===== src/rtl/sdram_arbiter.sv =====
// sdram_arbiter
//   Shares one 68k-style SDRAM controller port between the CPU and a video
//   burst reader, and generates the controller's periodic refresh pulse.
//   CPU cycles pass straight through while the CPU owns the port. Video bursts
//   are fetched one word per grant. When both sides want the port, ownership
//   alternates word by word.
// Ports
//   clk, reset_n                    clock, async active-low reset
//   cpu_addr/din/uds/lds/oe/we      CPU bus in
//   cpu_dout, cpu_dtack             CPU read data / acknowledge out
//   vid_req, vid_addr               burst start request / start word address
//   vid_data, vid_valid, vid_done   fetched word, word strobe, end-of-burst strobe
//   ram_addr/din/uds/lds/oe/we      to controller
//   ram_dout, ram_dtack             from controller
//   ram_refresh                     1-clk refresh request pulse
module sdram_arbiter #(
    parameter int REFRESH_DIV = 672,
    parameter int VID_BURST   = 16,
    parameter int RD_DATA_DLY = 2
) (
    input  logic        clk,
    input  logic        reset_n,
    input  logic [23:0] cpu_addr,
    input  logic [15:0] cpu_din,
    output logic [15:0] cpu_dout,
    input  logic        cpu_uds,
    input  logic        cpu_lds,
    input  logic        cpu_oe,
    input  logic        cpu_we,
    output logic        cpu_dtack,
    input  logic        vid_req,
    input  logic [23:0] vid_addr,
    output logic [15:0] vid_data,
    output logic        vid_valid,
    output logic        vid_done,
    output logic [23:0] ram_addr,
    output logic [15:0] ram_din,
    input  logic [15:0] ram_dout,
    output logic        ram_uds,
    output logic        ram_lds,
    output logic        ram_oe,
    output logic        ram_we,
    input  logic        ram_dtack,
    output logic        ram_refresh
);

    localparam int RW = (REFRESH_DIV > 1) ? $clog2(REFRESH_DIV) : 1;
    localparam int DW = $clog2(RD_DATA_DLY + 1) + 1;

    typedef enum logic [2:0] {S_IDLE, S_CPU, S_VID, S_DLY, S_REL} state_t;

    localparam logic OWN_CPU = 1'b0;
    localparam logic OWN_VID = 1'b1;

    state_t        state_q;
    logic          owner_q;
    logic          last_q;
    logic [23:0]   vaddr_q;
    logic [8:0]    rem_q;
    logic [DW-1:0] dly_q;
    logic [15:0]   vid_data_q;
    logic          vid_valid_q;
    logic          vid_done_q;
    logic [RW-1:0] ref_cnt_q, ref_cnt_d;

    logic cpu_rq, burst_act, vid_rq;

    // ------------------------------------------------------------------
    // Refresh divider, free running regardless of arbitration state
    // ------------------------------------------------------------------
    assign ram_refresh = (ref_cnt_q == RW'(REFRESH_DIV - 1));
    assign ref_cnt_d   = ram_refresh ? '0 : ref_cnt_q + RW'(1);

    always_ff @(posedge clk or negedge reset_n) begin
        if (!reset_n) ref_cnt_q <= '0;
        else          ref_cnt_q <= ref_cnt_d;
    end

    // ------------------------------------------------------------------
    // Arbitration / sequencing FSM
    // ------------------------------------------------------------------
    assign cpu_rq    = cpu_oe | cpu_we;
    assign burst_act = (rem_q != 9'd0);
    // A fresh vid_req counts as a request in the same clock it is latched.
    assign vid_rq    = burst_act | vid_req;

    always_ff @(posedge clk or negedge reset_n) begin
        if (!reset_n) begin
            state_q     <= S_IDLE;
            owner_q     <= OWN_VID;
            last_q      <= OWN_VID;
            vaddr_q     <= '0;
            rem_q       <= '0;
            dly_q       <= '0;
            vid_data_q  <= '0;
            vid_valid_q <= 1'b0;
            vid_done_q  <= 1'b0;
        end else begin
            vid_valid_q <= 1'b0;
            // The word strobe of the final word has just been shown.
            vid_done_q  <= vid_valid_q && (rem_q == 9'd0);
            case (state_q)
                S_IDLE: begin
                    if (!ram_dtack) begin
                        if (!burst_act && vid_req) begin
                            vaddr_q <= vid_addr;
                            rem_q   <= 9'(VID_BURST);
                        end
                        // Contested grant goes to whoever did not own the last word.
                        if (cpu_rq && (!vid_rq || last_q == OWN_VID)) begin
                            state_q <= S_CPU;
                            owner_q <= OWN_CPU;
                        end else if (vid_rq) begin
                            state_q <= S_VID;
                            owner_q <= OWN_VID;
                        end
                    end
                end
                S_CPU: begin
                    if (!cpu_rq) state_q <= S_REL;
                end
                S_VID: begin
                    if (ram_dtack) begin
                        state_q <= S_DLY;
                        dly_q   <= DW'(RD_DATA_DLY);
                    end
                end
                S_DLY: begin
                    // Capture on the edge where the count reaches zero, so the
                    // data is sampled RD_DATA_DLY clocks after dtack was seen.
                    if (dly_q <= DW'(1)) begin
                        vid_data_q  <= ram_dout;
                        vid_valid_q <= 1'b1;
                        vaddr_q     <= vaddr_q + 24'd1;
                        rem_q       <= rem_q - 9'd1;
                        state_q     <= S_REL;
                    end else begin
                        dly_q <= dly_q - DW'(1);
                    end
                end
                S_REL: begin
                    if (!ram_dtack) begin
                        state_q <= S_IDLE;
                        last_q  <= owner_q;
                    end
                end
                default: state_q <= S_IDLE;
            endcase
        end
    end

    // ------------------------------------------------------------------
    // Port muxing. Decoded from state so an async reset drops oe/we at once.
    // ------------------------------------------------------------------
    always_comb begin
        ram_addr  = '0;
        ram_din   = '0;
        ram_uds   = 1'b0;
        ram_lds   = 1'b0;
        ram_oe    = 1'b0;
        ram_we    = 1'b0;
        cpu_dtack = 1'b0;
        case (state_q)
            S_CPU: begin
                ram_addr  = cpu_addr;
                ram_din   = cpu_din;
                ram_uds   = cpu_uds;
                ram_lds   = cpu_lds;
                ram_oe    = cpu_oe;
                ram_we    = cpu_we;
                cpu_dtack = ram_dtack;
            end
            S_VID: begin
                ram_addr = vaddr_q;
                ram_uds  = 1'b1;
                ram_lds  = 1'b1;
                ram_oe   = 1'b1;
            end
            default: ;
        endcase
    end

    assign cpu_dout  = ram_dout;
    assign vid_data  = vid_data_q;
    assign vid_valid = vid_valid_q;
    assign vid_done  = vid_done_q;

endmodule


===== config.mk =====
export PLATFORM = sky130hd
export DESIGN_NAME = sdram_arbiter
export DESIGN_NICKNAME = d
export VERILOG_FILES = /design/src/rtl/sdram_arbiter.sv
export SDC_FILE = /design/constraint.sdc
export NUM_CORES = 1
export LEC_CHECK = 0
export ABC_AREA = 1
export ABC_CLOCK_PERIOD_IN_PS = 2000
export CAP_MARGIN = 20
export CORE_MARGIN = 5
export CORE_UTILIZATION = 46
export CTS_CLUSTER_DIAMETER = 100
export DETAILED_ROUTE_END_ITERATION = 16
export HOLD_SLACK_MARGIN = 0.15
export PLACE_DENSITY_LB_ADDON = 0.15
export SLEW_MARGIN = 20
export SYNTH_ARGS = -nofsm -noshare
export SYNTH_HDL_FRONTEND = slang
export SYNTH_SLANG_ARGS = --single-unit

===== constraint.sdc =====
create_clock -name clk -period 2 [get_ports clk]
set_input_delay 0.6 -clock clk [delete_from_list [all_inputs] [get_ports clk]]
set_output_delay 0.6 -clock clk [all_outputs]
set_load 0.02 [all_outputs]

Yosys cells after proc, flatten, opt, wreduce, memory -nomap -nowiden:

Index checks and enable logic that the tools add are counted.

* $add $sub $neg: 4
* order comparisons: 1
* equal/unequal tests: 13
* muxes and demuxes: 31
* bitwise logic cells: 3
* reduce and logical (&&, ||, !) cells: 18

Operator list (number)
* 24-bit case mux with 2 select lines: 2
* 24-bit two-way mux: 3
* 3-bit two-way mux: 9
* 9-bit two-way mux: 3
* 24-bit by 1-bit adder with 24-bit output (second input constant): 1
* 9-bit case mux with 2 select lines: 1
* 16-bit two-way mux: 1
* 3-bit case mux with 5 select lines: 1
* 2-bit inequality test (second input constant): 7
* 10-bit by 1-bit adder with 10-bit output (second input constant): 1
* 10-bit == test (second input constant): 1
* 10-bit two-way mux: 1
* 9-bit logical NOT: 1
* 9-bit nonzero test: 1
* 9-bit by 1-bit subtractor with 9-bit output (second input constant): 1
* 3-bit by 2-bit == test with 1-bit output (second input constant): 2
* 1-bit two-way mux: 6
* 1-bit case mux with 2 select lines: 3
* 3-bit case mux with 2 select lines: 1
* 3-bit AND reduction: 2
* 6-bit AND reduction: 1
* 2-bit nonzero test: 3
* 2-bit AND reduction: 2
* 4-bit AND reduction: 1
* other kinds (11): 15

* bits in registers: 69
* input bits: 88
* output and inout bits: 80
* word-level logic and storage cells: 80

Logic depth before layout (Yosys ltp):

Gate-level depths: netlist of the first run.

* word-level depth: 8
* mapped depth: 12
* depth with buffers taken out: 11

Worst setup path before layout of the first run:

Ideal clock, no wire load.

* kind: register to output
* start point: register state_q[2]
* end point: output port ram_addr[0]
* data arrival time: 1.505 ns
* setup slack: -0.105 ns
* cell stages (with the launch flop): 7
* path through: dfrtp_1 -> inv_2 -> nand2_1 -> nor2_2 -> inv_1 -> clkbuf_1 -> o21ai_0

* word-level cells in the longest chain between the ends: 2
* elaborated cells on any way between the ends: 3
* classes of those cells: 2 x eq/ne; 1 x mux

RTL lines
* start, declared: line 55 `state_t state_q;`
* start signal, assigned: line 89 `state_q <= S_IDLE;`
* start signal, assigned: line 111 `state_q <= S_CPU;`
* start signal, assigned: line 114 `state_q <= S_VID;`
* 3-bit by 2-bit == test with 1-bit output or 3-bit by 1-bit == test with 1-bit output (tied branches): line 163 `case (state_q)`
* 24-bit case mux with 2 select lines (*): line 163
* end, declared: line 36 `output logic [23:0] ram_addr,`

Mark *: on every way between the ends. The rest lies on a longest branch, timed or not.

Worst setup path after layout of the first run:

* start point: register state_q[2]
* end point: output port ram_addr[18]

Same word-level chain as after synthesis.

==> results of run 1 <==
kinds of logic (layout without fill, tap and decap cells):
family / count (synthesis) / in the layout
flops: 69 / 69
fa+ha+maj: 6 / 6
compound gates: 57 / 57
xor+xnor: 17 / 17
buf+inv: 113 / 324
simple gates: 430 / 430
registers in the layout, summed over array words and instances (netlist names):
signal / cells
vid_done: 1
rem_q: 9
vid_data: 16
vid_valid: 1
last_q: 1
dly_q: 3
vaddr_q: 24
state_q: 3
ref_cnt_q: 10
owner_q: 1
Yosys cell counts, drive strengths merged:
cell type,instances
o21bai,2
nor3b,1
nand2,267
nor2,101
xnor2,4
dfrtp,67
and2,1
or2,2
nand4,10
dfstp,2
nor3,4
buf,31
ha,6
a22o,1
o22ai,1
nand3,44
clkbuf,3
a22oi,1
xor2,13
inv,79
o21ai,50
a21oi,2
metal layers:
layer	GRT usage	up-vias	wire [um]
li1	-	2534	-
met1	0.282	2360	5730
met2	0.419	205	7040
met3	0.0588	26	1430
met4	0.0888	0	311
met5	0	-	0
area by class of cell:
cell class                      instances  area [um2]  share of cell area
Clock inverter                          5        58.8             0.00817
Inverter                               79         312              0.0433
Tap cell                              133         166              0.0231
Sequential cell                        69        1730               0.240
Timing Repair Buffer                  229        2190               0.305
Clock buffer                           11         151              0.0210
Multi-Input combinational cell        510        2590               0.360
metrics by stage:
step	area [um2]	util	setup WS, ns	instances	TNS [ns]
after floorplan	4630	-	-0.105	692	-2.20
after detailed placement	6660	0.681	-0.522	1007	-23.11
after global routing	7200	0.737	-0.274	1036	-10.24
after CTS	7050	0.721	-0.275	1033	-6.72
final	7200	0.737	-0.220	1036	-7.34
after global placement	6660	0.681	-0.486	1007	-22.35
power breakdown:
part | internal [mW] | switching (mW) | leakage, nW
logic | 2.75 | 3.64 | 2.57
registers | 1.95 | 0.444 | 0.843
clock network | 0.644 | 0.580 | 0.102
total | 5.35 | 4.66 | 3.52
worst max-delay path, stage by stage, from the launching register on:
cell and delay, ns:
dfrtp_1 0.40, inv_2 0.11, nand2_2 0.09, nor2_4 0.14, inv_2 0.06, buf_12 0.16
o21ai_1 0.14, buf_4 0.16
what timing repair did:
| item | CTS | global route |
|---|---|---|
| cloned | 2 | 1 |
| endpoints found under the setup margin | 62 | 60 |
| gates resized for setup | 354 | 76 |
| pin swaps | 7 | 4 |
| setup buffers | 8 | 4 |
| hold buffers | 0 | 0 |
worst max path at each step:
stage / start / to / slack, ns / cells after the start
floorplan: state_q[2]$_DFFE_PN0P_ / ram_addr[0] / -0.11 / 6
global placement: cpu_oe / ram_oe / -0.49 / 4
detailed placement: cpu_oe / ram_oe / -0.52 / 4
CTS: state_q[2]$_DFFE_PN0P_ / ram_addr[2] / -0.27 / 9
global route: state_q[2]$_DFFE_PN0P_ / ram_addr[9] / -0.27 / 8
finish: state_q[2]$_DFFE_PN0P_ / ram_addr[18] / -0.22 / 7
==> results.json, run 1 <==
{
  "ys_warn_count": 0,
  "drcViolationCount": 0,
  "pwr_density_cell_nw_per_um2": 1390,
  "crit_fanout": 24,
  "ant_nets": 0,
  "yosys-top-cells-area": "dfrtp_1 36%, nand2_1 21%, nor2_1 7.0%",
  "synth_cell_types": 37,
  "grt_pass1_wl_um": 23000,
  "slew_headroom": 0.638,
  "drv_slew": 0,
  "syn_nets": 786,
  "grt_max_degree": 43,
  "syn_area_um2": 4620,
  "hold-worst-slack_ns": 0.214,
  "timing.rr.start": "state_q[0]$_DFFE_PN0P_",
  "dieArea_um2": 12100,
  "numClockSinks": 69,
  "overflow": 0,
  "cts_root_buf": "clkbuf_8",
  "cts_tree": "built",
  "crit_type": "reg2out",
  "r2r-end": "rem_q[0]$_DFFE_PN0P_",
  "num_vias": 5125,
  "final_cell_mix": "240 x nand2_1, 104 x clkdlybuf4s50_1, 69 x nor2_1, 67 x inv_1, 66 x dfrtp_1",
  "dr.pass1.iters": 5,
  "antennaDiodeCount": 0,
  "total_power_mw": 10.0,
  "yosys.area.top_type": "dfrtp_1",
  "hpwl_um": 10300,
  "chipWidth_um": 110,
  "status": "finished, violations left",
  "synth_top_family_by_area": "simple AND/OR/NAND/NOR gates",
  "fin_crit_sh": 1.11,
  "maxCapViolations": 0,
  "period_needed_ns": 2.22,
  "layout_commonest_cell": "nand2_1",
  "synth.area.mux_share": 0,
  "fillers": 775,
  "cts_max_level": 3,
  "dieHeight_um": 110,
  "ys_ff_latch": 69,
  "ys_seq_area_frac": 0.374,
  "cts_buffers": 9,
  "yosysTopAreaCellShare": 0.363,
  "synthSimpleGateAreaFrac": 0.389,
  "syn2layout_area_growth_pct": 55.9,
  "clockBufferDepth": 2,
  "skew_ns": 0.0173,
  "worstMarginPinSlew_ns": 0.544,
  "cp.arrival_ns": 1.62,
  "grt_pass1_vias": 5068,
  "reg2reg_slack_ns": 0.20,
  "ir_worst_vdd_v": 0.000643,
  "rsz0062_at_grt": "true",
  "clk_pin_slew_ns": 0.09,
  "synth_xor_area_frac": 0.0322,
  "fin_ws_ns": -0.220,
  "detail_route.vias_per_cell": 4.95,
  "synth_compound_area_frac": 0.0715,
  "drtIter0Drc": 255,
  "gp_congestion": 0.913,
  "ff2ff_path_depth": 8,
  "syn_inst": 692,
  "synth_fa_ha_area_frac": 0.0163,
  "drive_gt1_frac": 0.267,
  "hold_viol_final": 0,
  "failed_checks": "negative setup slack",
  "antenna_found_initial": 0,
  "ios": 168,
  "min_path_type": "in2async",
  "io_buffer_count": 167,
  "endpoint_kind": "output port",
  "leakagePower_nw": 3.52,
  "clock_latency_ns": 0.36,
  "syn_avg_cell_area_um2": 6.68,
  "worst_ep_required_time_ns": 1.40,
  "fmax_mhz": 450,
  "core_um2": 9770,
  "post_drt_wl_per_cell_um": 14.0,
  "start_kind": "flip-flop",
  "setup_viol": 45,
  "start_util": 0.473,
  "core.rowCount": 36,
  "nNetsFinal": 992,
  "finalWirelength_um": 14500,
  "track_usage": 0.239
}
Note: power is estimated with default switching activity, not from simulation.
==> inputs of run 2 (changes only) <==
ABC_CLOCK_PERIOD_IN_PS = unset   (was 2000)
==> results of run 2 <==
No change in the layout: final DEF, timing and power equal those of run 1.
